### config.mk
export PLATFORM = sky130hd
export DESIGN_NAME = adsr_env_mux
export DESIGN_NICKNAME = d
export VERILOG_FILES = /design/src/rtl/adsr_env_mux.sv
export SDC_FILE = /design/constraint.sdc
export NUM_CORES = 1
export LEC_CHECK = 0
export BUFFER_PORTS_ARGS = -buffer_cell sky130_fd_sc_hd__buf_4
export CAP_MARGIN = 5
export CORE_ASPECT_RATIO = 0.6
export CORE_MARGIN = 2
export CORE_UTILIZATION = 42
export CTS_CLUSTER_SIZE = 28
export DETAILED_ROUTE_END_ITERATION = 6
export SLEW_MARGIN = 20
export SYNTH_ARGS = -nofsm -noshare
export SYNTH_HDL_FRONTEND = slang
export SYNTH_SLANG_ARGS = --single-unit
### constraint.sdc
create_clock -name clk -period 8.85 [get_ports clk]
set_input_delay 2.2125 -clock clk [delete_from_list [all_inputs] [get_ports clk]]
set_output_delay 2.2125 -clock clk [all_outputs]
set_load 0.1 [all_outputs]
### src/rtl/adsr_env_mux.sv
// Time-multiplexed multi-voice ADSR envelope generator.
// One shared saturating add/sub datapath services one voice per clock,
// round-robin, and emits a voice-tagged level stream one cycle later.
module adsr_env_mux #(
   parameter int unsigned DATA_WIDTH = 16,
   parameter int unsigned NUM_VOICES = 4,
   parameter int          RETRIGGER  = 1,
   localparam int unsigned VOICE_W   = $clog2(NUM_VOICES)
) (
   input  logic                  clk,
   input  logic                  rst,
   input  logic [NUM_VOICES-1:0] gate,
   input  logic [DATA_WIDTH-1:0] attack_rate,
   input  logic [DATA_WIDTH-1:0] decay_rate,
   input  logic [DATA_WIDTH-1:0] sustain_level,
   input  logic [DATA_WIDTH-1:0] release_rate,
   output logic                  env_valid,
   output logic [VOICE_W-1:0]    env_voice,
   output logic [DATA_WIDTH-1:0] env_level,
   output logic [NUM_VOICES-1:0] active
);

   typedef enum logic [2:0] {
      ST_IDLE    = 3'd0,
      ST_ATTACK  = 3'd1,
      ST_DECAY   = 3'd2,
      ST_SUSTAIN = 3'd3,
      ST_RELEASE = 3'd4
   } state_e;

   // Per-voice storage
   state_e                state_q     [NUM_VOICES];
   logic [DATA_WIDTH-1:0] level_q     [NUM_VOICES];
   logic [NUM_VOICES-1:0] prev_gate_q;
   logic [VOICE_W-1:0]    ptr_q, ptr_d;

   // Registered outputs
   logic                  env_valid_q;
   logic [VOICE_W-1:0]    env_voice_q;
   logic [DATA_WIDTH-1:0] env_level_q;
   logic [NUM_VOICES-1:0] active_q, active_d;

   // Serviced-voice datapath signals
   state_e                cur_state, base_state, nxt_state, svc_state_d;
   logic [DATA_WIDTH-1:0] base_level, start_level, svc_level_d;
   logic [DATA_WIDTH:0]   att_sum, dec_diff, rel_diff;
   logic                  g, rise;

   // Round-robin service pointer, wraps at NUM_VOICES-1
   always_comb begin
      ptr_d = ptr_q + 1'b1;
      if (ptr_q == VOICE_W'(NUM_VOICES - 1))
         ptr_d = '0;
   end

   // Next state and level of the voice being serviced this cycle
   always_comb begin
      cur_state   = state_q[ptr_q];
      base_state  = cur_state;
      base_level  = level_q[ptr_q];
      g           = gate[ptr_q];
      rise        = g & ~prev_gate_q[ptr_q];

      // A corrupted state encoding is treated as IDLE at level 0.
      case (cur_state)
         ST_IDLE, ST_ATTACK, ST_DECAY, ST_SUSTAIN, ST_RELEASE: ;
         default: begin
            base_state = ST_IDLE;
            base_level = '0;
         end
      endcase

      nxt_state   = base_state;
      start_level = base_level;
      if (rise) begin
         nxt_state = ST_ATTACK;
         if (RETRIGGER != 0)
            start_level = '0;
      end else if (!g && (base_state == ST_ATTACK || base_state == ST_DECAY ||
                          base_state == ST_SUSTAIN)) begin
         nxt_state = ST_RELEASE;
      end

      att_sum  = {1'b0, start_level} + {1'b0, attack_rate};
      dec_diff = {1'b0, start_level} - {1'b0, decay_rate};
      rel_diff = {1'b0, start_level} - {1'b0, release_rate};

      // The segment action is applied to the start level in the same service.
      svc_state_d = nxt_state;
      svc_level_d = '0;
      case (nxt_state)
         ST_ATTACK: begin
            if (attack_rate == '0 || att_sum[DATA_WIDTH])
               svc_level_d = '1;
            else
               svc_level_d = att_sum[DATA_WIDTH-1:0];
            if (svc_level_d == '1)
               svc_state_d = ST_DECAY;
         end
         ST_DECAY: begin
            if (decay_rate == '0 || dec_diff[DATA_WIDTH] ||
                dec_diff[DATA_WIDTH-1:0] <= sustain_level) begin
               svc_level_d = sustain_level;
               svc_state_d = ST_SUSTAIN;
            end else begin
               svc_level_d = dec_diff[DATA_WIDTH-1:0];
            end
         end
         ST_SUSTAIN: svc_level_d = sustain_level;
         ST_RELEASE: begin
            if (release_rate == '0 || rel_diff[DATA_WIDTH])
               svc_level_d = '0;
            else
               svc_level_d = rel_diff[DATA_WIDTH-1:0];
            if (svc_level_d == '0)
               svc_state_d = ST_IDLE;
         end
         default: begin
            svc_state_d = ST_IDLE;
            svc_level_d = '0;
         end
      endcase
   end

   // Active mask as it will stand after this cycle's update
   always_comb begin
      active_d = '0;
      for (int unsigned i = 0; i < NUM_VOICES; i++) begin
         if (VOICE_W'(i) == ptr_q)
            active_d[i] = (svc_state_d != ST_IDLE);
         else
            active_d[i] = (state_q[i] != ST_IDLE);
      end
   end

   // Per-voice state update and output registers
   always_ff @(posedge clk) begin
      if (rst) begin
         ptr_q       <= '0;
         prev_gate_q <= '0;
         for (int unsigned i = 0; i < NUM_VOICES; i++) begin
            state_q[i] <= ST_IDLE;
            level_q[i] <= '0;
         end
         env_valid_q <= 1'b0;
         env_voice_q <= '0;
         env_level_q <= '0;
         active_q    <= '0;
      end else begin
         ptr_q                <= ptr_d;
         prev_gate_q[ptr_q]   <= g;
         state_q[ptr_q]       <= svc_state_d;
         level_q[ptr_q]       <= svc_level_d;
         env_valid_q          <= 1'b1;
         env_voice_q          <= ptr_q;
         env_level_q          <= svc_level_d;
         active_q             <= active_d;
      end
   end

   assign env_valid = env_valid_q;
   assign env_voice = env_voice_q;
   assign env_level = env_level_q;
   assign active    = active_q;

endmodule

==> results of run 1 <==
per-stage QoR:
stage / hold WS, ps / utilization (%) / setup slack [ps] / cells
6_report: 500.1 / 50.41 / 656.1 / 1271
5_1_grt: 543.0 / 50.41 / 311.6 / 1271
4_1_cts: 503.7 / 50.41 / 791.4 / 1271
3_5_place_dp: 485.1 / 48.82 / 454.3 / 1255
3_3_place_gp: 474.1 / 48.82 / 532.6 / 1255
2_1_floorplan: 454.6 / - / 679.1 / 913
report_power, final:
group | switching (mW) | internal (mW) | total (mW) | leakage [nW]
clock | 0.200 | 0.202 | 0.402 | 0.150
sequential | 0.0310 | 0.614 | 0.645 | 1.05
combinational | 0.906 | 0.447 | 1.35 | 2.77
total | 1.14 | 1.26 | 2.40 | 3.97
registers in the layout, summed over array words and instances (netlist names):
signal,flops
active,4
level_q,64
state_q,12
env_level,16
prev_gate_q,4
env_voice,2
env_valid,1
ptr_q,2
Yosys cell counts, drive strengths merged, types with 3 or more instances:
| cell | count | area share (%) |
|---|---|---|
| o41ai | 3 | 0.31 |
| mux2i | 13 | 1.6 |
| nand3 | 22 | 1.3 |
| nand2b | 12 | 0.90 |
| a31oi | 15 | 1.2 |
| edfxtp | 76 | 27 |
| xor2 | 9 | 0.94 |
| nand4 | 15 | 1.1 |
| a211oi | 13 | 1.3 |
| nand3b | 4 | 0.36 |
| a211o | 6 | 0.63 |
| a311oi | 6 | 0.85 |
| a21boi | 5 | 0.45 |
| o21ai | 43 | 2.6 |
| o31a | 4 | 0.42 |
| fa | 3 | 0.72 |
| nor3 | 30 | 1.9 |
| nor2b | 15 | 1.1 |
| o211ai | 3 | 0.27 |
| o22ai | 3 | 0.22 |
| nor2 | 58 | 2.6 |
| or2 | 3 | 0.22 |
| xnor2 | 30 | 3.1 |
| and4 | 6 | 0.66 |
| a221oi | 3 | 0.31 |
| nand2 | 37 | 1.7 |
| or3 | 10 | 0.81 |
| and3 | 23 | 1.7 |
| mux4 | 18 | 4.8 |
| ha | 59 | 8.8 |
| a21oi | 118 | 7.1 |
| a21o | 22 | 2.0 |
| nor4 | 23 | 1.7 |
| a2111oi | 5 | 0.75 |
| dfxtp | 29 | 6.9 |
| buf | 9 | 0.72 |
| o21bai | 6 | 0.54 |
| o31ai | 6 | 0.54 |
| and2 | 5 | 0.37 |
| clkbuf | 30 | 1.3 |
| o21a | 11 | 0.99 |
| a41oi | 5 | 0.52 |
| inv | 66 | 3.0 |
worst paths after layout:
kind,slack (ps),cells after the start,to,startpoint
setup / recovery,660,26,level_q[1][4]$_SDFFCE_PN0P_,gate[3]
hold / removal,500,2,prev_gate_q[2]$_SDFFE_PP0P_,prev_gate_q[2]$_SDFFE_PP0P_
setup reg to reg,1240,26,level_q[1][4]$_SDFFCE_PN0P_,ptr_q[1]$_SDFF_PP0_
hold reg to reg,500,2,prev_gate_q[2]$_SDFFE_PP0P_,prev_gate_q[2]$_SDFFE_PP0P_
layout make-up:
cell class	instances	area [sq um]	area share (%)
repair buffers	115	863.3	8.886
flip-flops and latches	105	2864	29.48
clock inverters	7	81.33	0.8371
inverters	68	255.2	2.627
clock buffers	9	225.2	2.318
multi-input cells	701	5094	52.43
well taps	266	332.8	3.426
worst max-delay path, cell delays in order:
cell       delay (ps)
buf_4             100
mux4_2            490
nand2b_1          120
nand2_1           110
a211o_1           360
ha_1              250
fa_1              420
nand2b_1          170
a211o_1           310
a221o_1           360
a21oi_1           210
o31a_1            180
o21ai_0           100
and2_1            160
ha_1              180
a21oi_1           140
nor2b_1            60
o21ai_0           140
nand2b_1           90
a21o_1            190
a2111oi_0         410
buf_4             190
a21o_1            340
o21ai_0           200
a311oi_2          600
a21oi_1           140
layout by cell type, fill, tap and decap left out, types with 15 or more instances in the layout:
cell | netlist | routed
dfxtp_1 | 29 | 28
buf_4 | 0 | 115
nand2_1 | 37 | 37
a21oi_1 | 118 | 118
nand3_1 | 22 | 22
nand4_1 | 15 | 15
a21o_1 | 22 | 22
nor2_1 | 58 | 58
o21ai_0 | 40 | 36
ha_1 | 59 | 59
xnor2_1 | 30 | 30
nor3_1 | 28 | 28
nor4_1 | 23 | 23
inv_1 | 66 | 66
edfxtp_1 | 76 | 76
and3_1 | 23 | 23
nor2b_1 | 15 | 15
mux4_2 | 18 | 18
per-layer routing:
metal | wire length, microns | share of wire (%) | global-route usage [%]
met5 | 0 | 0 | 0
met4 | 413 | 1.4 | 5.197
met3 | 3496 | 12 | 8.014
met2 | 11030 | 38 | 35.66
met1 | 13970 | 48 | 44.07
logic make-up (layout without fill, tap and decap cells):
kind of cell | count (synthesis) | in the layout | synth area share [%]
AOI/OAI and AO/OA | 297 | 297 | 23.18
adders and majority gates | 63 | 63 | 9.653
xor gates and xnor gates | 39 | 39 | 4.080
DFF | 105 | 105 | 34.19
muxes | 32 | 32 | 6.530
and+or+nand+nor | 270 | 270 | 17.26
buffers and inverters | 107 | 199 | 5.111
==> metrics.md, run 1 <==
| Metric | Value |
|---|---|
| DRC | `1` |
| FF+latch count, synth | `105` |
| Share of post-route cells with drive strength above 1 | `17.11%` |
| Max-cap violations | `0` |
| Power Density | `247.0 mW/mm^2` |
| Syn Nets | `1045` |
| Pwr Total | `2.400 mW` |
| Resized cells post-CTS | `0` |
| Post-DP Area | `0.009409 sq mm` |
| Worst Path Required | `8910 ps` |
| Iter 0 DRT Violations | `1004` |
| Clk_skew | `15.29 ps` |
| Worst-path fanout max | `12` |
| Area grow syn2layout | `16.03%` |
| Largest net degree at the start of global routing | `34` |
| Finished Cell Area | `0.009716 sq mm` |
| CTS max path bufs | `2` |
| Synth Flop Type | `edfxtp_1` |
| # nets final | `1132` |
| Startpoint Class | `input port` |
| Initial Utilization | `43.44%` |
| Vias in the first global route | `7058` |
| Routed wire per std cell | `22.75 microns` |
| Final min period | `8194 ps` |
| Fin Setup TNS | `0 ps` |
| Routed Antenna Nets | `0` |
| Die Ht | `113.4 microns` |
| Status | `finished with violations` |
| RSZ-0062 raised after global routing | `no` |
| Total GRT Usage | `27.45%` |
| Final hold violations | `0` |
| H-tree lvl count | `3` |
| Die span in x | `186.3 microns` |
| Clock sinks | `105` |
| Fill cells | `1861` |
| Crit path arrival time | `8250 ps` |
| Port bufs | `92` |
| Slew HR | `29.06%` |
| Final WL | `28910 microns` |
| Post-CTS setup buffers | `0` |
| DR vias/cell | `6.173` |
| CTS tree | `built` |
| Synth async-reset ratio | `0%` |
| Failing checks | `DRC` |
| Max Clk Rate | `122.0 MHz` |
| RD Place Congestion | `0.9342` |
| Post-DP HPWL | `22710 microns` |
| Fin crit share | `92.59%` |
| Area of the mapped netlist | `0.008373 sq mm` |
| Worst hold path class | `reg -> reg` |
| Gr ovfl total | `0` |
| Cell Rows | `39` |
| CTS root buf | `clkbuf_16` |
| Synth warnings | `0` |
| Fin. max-slew vios | `0` |
| Die area | `0.02112 sq mm` |
| Syn Area/Cell | `9.171 sq um` |
| Register area share after synthesis | `34.19%` |
| Maximum vdd drop | `138.3 uV` |
| Clock Pin Slew Worst Setup and Hold Paths | `80 ps` |
| TritonRoute pass-1 iters | `7` |
| Initial antenna violation count | `0` |
| EDFF count, synth | `76` |
| Later-pin clock latency in the skew report | `360 ps` |
| Post-CTS Hold Fix Bufs | `0` |
| Tightest Pin Transition | `1058 ps` |
| Worst setup EP type | `flip-flop` |
| Critical path class | `in -> reg` |
| Synthesized instance count | `913` |
| First-pass GRT wire length | `42920 microns` |
| Vias | `7846` |
| Pleak | `3.974 nW` |
| Number of CTS-inserted buffers | `9` |
| Total core area | `0.01927 sq mm` |
| Final setup vio count | `0` |
| Diode count | `0` |
| I/O pin cnt | `93` |
| Library cells used by synthesis | `76` |
(Power assumes the default switching activity.)
==> run 2: changes to the inputs <==
--- a/config.mk
+++ b/config.mk
@@ -5,6 +5,7 @@
 export SDC_FILE = /design/constraint.sdc
 export NUM_CORES = 1
 export LEC_CHECK = 0
+export ABC_AREA = 1
 export BUFFER_PORTS_ARGS = -buffer_cell sky130_fd_sc_hd__buf_4
 export CAP_MARGIN = 5
 export CORE_ASPECT_RATIO = 0.6
==> metrics.md, run 2 <==
| Metric | Value |
|---|---|
| Status | `finished with violations` |
| Failing checks | `DRC` |
| Worst Path Required | `8920 ps (about the same)` |
| Clock sinks | `105 (unchanged)` |
| Largest net degree at the start of global routing | `47 (+38%)` |
| Crit path arrival time | `7800 ps (-450 ps)` |
| Initial antenna violation count | `0 (unchanged)` |
| Share of post-route cells with drive strength above 1 | `15.41% (-1.7 points)` |
| Startpoint Class | `input port` |
| Post-synth top area cell | `edfxtp_1` |
| Slowest CP cell | `nand2_1` |
| Diode count | `0 (unchanged)` |
| Post-synth top area share | `25.94% (-1.3 points)` |
| Die area | `0.02216 sq mm (+4.9%)` |
| EDFF count, synth | `76 (unchanged)` |
| Fin. max-slew vios | `0 (unchanged)` |
| Register area share after synthesis | `32.54% (-1.6 points)` |
| Power Density | `270.9 mW/mm^2 (+9.7%)` |
| Area of the mapped netlist | `0.008797 sq mm (+5.1%)` |
| Most frequent cells in the layout | `nand2_1 (282), inv_1 (191), nor2_1 (150)` |
| Synth async-reset ratio | `0% (unchanged)` |
| DR vias/cell | `5.366 (-13%)` |
| Max FFs per register | `64 (unchanged)` |
| Final min period | `7723 ps (-470.5 ps)` |
| Post-CTS Hold Fix Bufs | `0 (unchanged)` |
| Initial Utilization | `43.40% (about the same)` |
| Final WS setup | `1127 ps (+470.5 ps)` |
| FF+latch count, synth | `105 (unchanged)` |
| Gr ovfl total | `0 (unchanged)` |
| Library cells used by synthesis | `56 (-26%)` |
| Crit-path max cell delay | `460 ps (-140 ps)` |
| Worst hold path class | `reg -> reg` |
| Worst-path fanout max | `28 (+16)` |
| Slew HR | `33.37% (+4.3 points)` |
| Maximum vdd drop | `170.4 uV (+23%)` |
| Pre-CTS setup slack | `953.9 ps (+499.6 ps)` |
| Vias in the first global route | `7597 (+7.6%)` |
| Min Hold Slack | `484.2 ps (-15.85 ps)` |
| Syn Nets | `1369 (+31%)` |
| Syn Area/Cell | `7.112 sq um (-22%)` |
| First-pass GRT wire length | `44440 microns (+3.5%)` |
| CTS root buf | `clkbuf_16` |
| Fin crit share | `87.27% (-5.3 points)` |
| RD Place Congestion | `1.009 (+8.0%)` |
| RSZ-0062 raised after global routing | `no` |
| Cell Rows | `40 (+2.6%)` |
| Post-DP HPWL | `23720 microns (+4.4%)` |
| Later-pin clock latency in the skew report | `350 ps (about the same)` |
| DRC | `2 (+1)` |
| Iter 0 DRT Violations | `916 (-8.8%)` |
| Fill cells | `2074 (+11%)` |
| Top cells by count, synth | `nand2_1 (282), inv_1 (191), nor2_1 (150)` |
| Tightest Pin Transition | `995.7 ps (-62.59 ps)` |
| Final hold violations | `0 (unchanged)` |
| Synthesized instance count | `1237 (+35%)` |
| Most frequent cell after synthesis | `nand2_1` |
| Routed wire per std cell | `18.61 microns (-18%)` |
| Resized cells post-CTS | `0 (unchanged)` |
| TritonRoute pass-1 iters | `7 (unchanged)` |
| H-tree lvl count | `3 (unchanged)` |
| Commonest non-fill, non-tap cell in the layout | `nand2_1` |
| Final WL | `29730 microns (+2.8%)` |
| Routed Antenna Nets | `0 (unchanged)` |
| Top reg by flops | `level_q` |
| Total core area | `0.02027 sq mm (+5.2%)` |
| Worst setup EP type | `flip-flop` |
| CTS max path bufs | `2 (unchanged)` |
| Clk_skew | `8.827 ps (-6.466 ps)` |
| Clock Pin Slew Worst Setup and Hold Paths | `80 ps (about the same)` |
| Port bufs | `92 (unchanged)` |
| Die span in x | `190.8 microns (+2.4%)` |
| CTS tree | `built` |
| Total GRT Usage | `26.99% (-0.46 points)` |
| Critical path class | `in -> reg` |
| Synth warnings | `0 (unchanged)` |
| Area grow syn2layout | `13.81%` |
| Vias | `8570 (+9.2%)` |
| Max-cap violations | `0 (unchanged)` |
| Synth Flop Type | `edfxtp_1` |
| Synth area leaders | `edfxtp_1 (26%), nand2_1 (12%), ha_1 (8.4%)` |
| Worst path most repeated cell | `nand2_1` |
| I/O pin cnt | `93 (unchanged)` |
| Final setup vio count | `0 (unchanged)` |
| Post-CTS setup buffers | `0 (unchanged)` |
| Number of CTS-inserted buffers | `9 (unchanged)` |
| Max Clk Rate | `129.5 MHz (+6.1%)` |
| Die Ht | `116.1 microns (+2.4%)` |
| Fin Setup TNS | `0 ps (unchanged)` |
| # nets final | `1451 (+28%)` |
| Pleak | `5.181 nW (+30%)` |
## run 2: cell count changes in the layout (fill, tap and decap cells not counted), moves of 18 or more
cell and delta:
nand2_1 +245, inv_1 +125, nor2_1 +92, a21oi_1 -57, nand3_1 +55, nand2_2 +25
xnor2_1 -25, and3_1 -22, a21o_1 -21, mux4_2 -18
## run 2: critical path, delay by kind of cell
family / cells / cell delay, ps
compound gates: 7 / 1190
buf+inv: 6 / 680
fa+ha+maj: 2 / 630
simple gates: 18 / 3100
## run 2: routing by layer
layer	part of all wire (%)	track usage (%)
met5	0	0
met4	0.63	2.946
met3	11	8.263
met2	38	36.93
met1	50	42.08
## run 2: worst paths after layout
kind / start / endpoint / slack, ps / depth (start not counted)
max: gate[1] / level_q[2][13]$_SDFFCE_PN0P_ / 1130 / 33
max reg2reg: ptr_q[0]$_SDFF_PP0_ / level_q[2][13]$_SDFFCE_PN0P_ / 1890 / 34
min: prev_gate_q[3]$_SDFFE_PP0P_ / prev_gate_q[3]$_SDFFE_PP0P_ / 480 / 2
min reg2reg: prev_gate_q[3]$_SDFFE_PP0P_ / prev_gate_q[3]$_SDFFE_PP0P_ / 480 / 2
## run 2: per-stage QoR
| step | cells | cell area, sq um | power [mW] | utilization [%] |
|---|---|---|---|---|
| 6_report | 1597 | 10010 | 2.712 | 49.40 |
| 5_1_grt | 1597 | 10010 | 2.890 | 49.40 |
| 4_1_cts | 1597 | 10010 | 2.685 | 49.40 |
| 3_5_place_dp | 1581 | 9714 | 2.283 | 47.93 |
| 3_3_place_gp | 1581 | 9714 | 2.289 | 47.93 |
| 2_1_floorplan | 1237 | 8797 | 1.853 | - |
## run 2: where the power goes
group	switching, mW	internal [mW]
Sequential	0.0279	0.629
Combinational	1.20	0.461
Clock	0.186	0.212
Total	1.41	1.30
## run 2: area by class of cell
cell class                 instances  area, sq um  share of cell area [%]
clock buffer                      10        250.2                   2.499
sequential                       105         2863                   28.59
timing repair buffer             101        758.2                   7.573
multi-input combinational        899         4985                   49.79
clock inverter                     6        47.55                  0.4749
inverter                         203        767.0                   7.661
tap                              273        341.6                   3.412
## run 2: kinds of logic after synthesis
group,after synthesis,synth area share (%)
buffers and inverters,233,10.84
AOI/OAI and AO/OA,194,13.44
and+or+nand+nor,630,32.81
adders and majority gates,62,9.074
xor gates and xnor gates,13,1.294
DFF,105,32.54
==> run 3: changes to the inputs <==
--- a/config.mk
+++ b/config.mk
@@ -6,13 +6,13 @@
 export NUM_CORES = 1
 export LEC_CHECK = 0
 export ABC_AREA = 1
-export BUFFER_PORTS_ARGS = -buffer_cell sky130_fd_sc_hd__buf_4
 export CAP_MARGIN = 5
 export CORE_ASPECT_RATIO = 0.6
 export CORE_MARGIN = 2
 export CORE_UTILIZATION = 42
 export CTS_CLUSTER_SIZE = 28
 export DETAILED_ROUTE_END_ITERATION = 6
+export DONT_BUFFER_PORTS = 1
 export SLEW_MARGIN = 20
 export SYNTH_ARGS = -nofsm -noshare
 export SYNTH_HDL_FRONTEND = slang
==> constraint.sdc (replaced) <==
create_clock -name clk -period 8.9 [get_ports clk]
set_input_delay 2.225 -clock clk [delete_from_list [all_inputs] [get_ports clk]]
set_output_delay 2.225 -clock clk [all_outputs]
set_load 0.1 [all_outputs]
==> metrics.md, run 3 (same netlist as run 2, synthesis figures left out) <==
| Metric | Value |
|---|---|
| Status | `complete, no violations` |
| Fin crit share | `85.12%` |
| Worst setup EP type | `flip-flop` |
| Final min period | `7576 ps` |
| Routed wire per std cell | `19.76 microns (+6.1%)` |
| Clock sinks | `105 (unchanged)` |
| Post-CTS setup buffers | `0 (unchanged)` |
| Vias | `8246 (-3.8%)` |
| Commonest non-fill, non-tap cell in the layout | `nand2_1` |
| Port bufs | `0 (-100%)` |
| Die area | `0.02216 sq mm (unchanged)` |
| Slew HR | `6.547% (-27 points)` |
| Critical path class | `in -> reg` |
| Fin. max-slew vios | `0 (unchanged)` |
| Hold path startpoint | `prev_gate_q[3]$_SDFFE_PP0P_` |
| Reg2reg start | `ptr_q[0]$_SDFF_PP0_` |
| Fill cells | `2116 (+2.0%)` |
| Fin Setup TNS | `0 ps (unchanged)` |
| Max-cap violations | `0 (unchanged)` |
| Worst reg2reg setup slack | `1840 ps (-50 ps)` |
| CTS tree | `built` |
| Final hold violations | `0 (unchanged)` |
| Total core area | `0.02027 sq mm (unchanged)` |
| H-tree lvl count | `3 (unchanged)` |
| Max FFs per register | `64 (unchanged)` |
| Crit-path max cell delay | `430 ps (-30 ps)` |
| Iter 0 DRT Violations | `888 (-3.1%)` |
| Vias in the first global route | `7519 (-1.0%)` |
| Top reg by flops | `level_q` |
| Gr ovfl total | `0 (unchanged)` |
| Initial antenna violation count | `2 (+2)` |
| First-pass GRT wire length | `44910 microns (+1.1%)` |
| Number of CTS-inserted buffers | `9 (unchanged)` |
| Total GRT Usage | `27.35% (+0.36 points)` |
| # nets final | `1359 (-6.3%)` |
| Crit path arrival time | `7660 ps (-140 ps)` |
| Post-DP HPWL | `23840 microns (+0.49%)` |
| Most frequent cells in the layout | `nand2_1 (282), inv_1 (191), nor2_1 (150)` |
| Die Ht | `116.1 microns (unchanged)` |
| Min Hold Slack | `492.8 ps (+8.565 ps)` |
| Worst-path fanout max | `28 (unchanged)` |
| Tightest Pin Transition | `1389 ps (+393.3 ps)` |
| WHS Endpoint | `prev_gate_q[3]$_SDFFE_PP0P_` |
| Die span in x | `190.8 microns (unchanged)` |
| R2R Path End | `level_q[2][13]$_SDFFCE_PN0P_` |
| Later-pin clock latency in the skew report | `360 ps (about the same)` |
| Worst R2R Path Depth | `34 (unchanged)` |
| DRC | `0 (-2)` |
| Largest net degree at the start of global routing | `47 (unchanged)` |
| CTS root buf | `clkbuf_16` |
| Clk_skew | `17.34 ps (+8.517 ps)` |
| Clock Pin Slew Worst Setup and Hold Paths | `90 ps (about the same)` |
| Final setup vio count | `0 (unchanged)` |
| RD Place Congestion | `1.025 (+1.6%)` |
| Startpoint Class | `input port` |
| Power Density | `283.5 mW/mm^2 (+4.6%)` |
| Crit-path leading delay family | `simple AND/OR/NAND/NOR gates` |
| Pwr Total | `2.649 mW (-2.3%)` |
| TritonRoute pass-1 iters | `7 (unchanged)` |
| Area grow syn2layout | `6.201%` |
| Worst Path Required | `8980 ps (+60 ps)` |
| Worst hold path class | `reg -> reg` |
| Pleak | `4.738 nW (-8.5%)` |
| Multi-input logic area | `0.004985 sq mm (unchanged)` |
| Final WL | `29760 microns (+0.10%)` |
| Share of post-route cells with drive strength above 1 | `9.172% (-6.2 points)` |
| Storage element area | `0.002863 sq mm (unchanged)` |
| DR vias/cell | `5.475 (+2.0%)` |
| RSZ-0062 raised after global routing | `no` |
| Slowest CP cell | `nand2_1` |
| Worst Hold Depth | `2 (unchanged)` |
| Routed Antenna Nets | `0 (unchanged)` |
| Initial Utilization | `43.40% (unchanged)` |
| Post-CTS Hold Fix Bufs | `0 (unchanged)` |
| Max Clk Rate | `132.0 MHz` |
| Cell Rows | `40 (unchanged)` |
| Bufs and invs on worst path | `6 (unchanged)` |
| Worst path most repeated cell | `nand2_1` |
| I/O pin cnt | `93 (unchanged)` |
| Maximum vdd drop | `207.1 uV (+22%)` |
| CTS max path bufs | `2 (unchanged)` |
| Resized cells post-CTS | `0 (unchanged)` |
[run 3: cell types whose count changed in the layout (fill, tap and decap cells not counted), sizes merged]
cell,previous run,this run
buf,101,9
clkbuf,10,9
clkinv,4,5
clkinvlp,1,0
diode,0,1
inv,204,205
[run 3: power by group]
| group | switching (mW) | internal (mW) | leakage, nW |
|---|---|---|---|
| Combinational | 0.972 | 0.403 | 3.54 |
| Clock | 0.205 | 0.204 | 0.154 |
| Sequential | 0.240 | 0.625 | 1.05 |
| Total | 1.42 | 1.23 | 4.74 |
[run 3: routing by layer]
metal | share of wire (%) | track usage, %
met1 | 50 | 42.00
met2 | 38 | 36.64
met3 | 12 | 9.976
met4 | 0.80 | 3.669
met5 | 0.040 | 0
[run 3: final cells by class]
type / count / share of cell area [%]
Multi-Input combinational cell: 899 / 53.35
Inverter: 203 / 8.209
Timing Repair Buffer: 9 / 0.7232
Clock inverter: 7 / 0.9776
Sequential cell: 105 / 30.64
Antenna cell: 1 / 0.02678
Tap cell: 273 / 3.656
Clock buffer: 9 / 2.411
[run 3: how the worst max path moves through the flow]
stage / slack, ps / endpoint / cells after the start / startpoint
finish: 1320 / level_q[2][13]$_SDFFCE_PN0P_ / 33 / gate[3]
CTS: 1410 / level_q[2][13]$_SDFFCE_PN0P_ / 33 / gate[3]
global placement: 1150 / level_q[2][13]$_SDFFCE_PN0P_ / 33 / gate[1]
global route: 860 / level_q[1][13]$_SDFFCE_PN0P_ / 33 / gate[3]
detailed placement: 1050 / level_q[2][13]$_SDFFCE_PN0P_ / 33 / gate[3]
floorplan: 2880 / level_q[0][7]$_SDFFCE_PN0P_ / 33 / gate[1]
[run 3: tightest hold or removal path: stages (launching register included)]
cell and delay, ps:
dfxtp_1 310, inv_1 60, o22ai_1 80
[run 3: per-stage QoR]
step | cell area, sq um | cells | worst slack, ps | utilization (%)
final | 9343 | 1506 | 1324 | 46.09
after CTS | 9340 | 1505 | 1406 | 46.08
after detailed placement | 9024 | 1489 | 1046 | 44.52
after global routing | 9343 | 1506 | 861.7 | 46.09
after floorplan | 8797 | 1237 | 2885 | -
after global placement | 9024 | 1489 | 1147 | 44.52
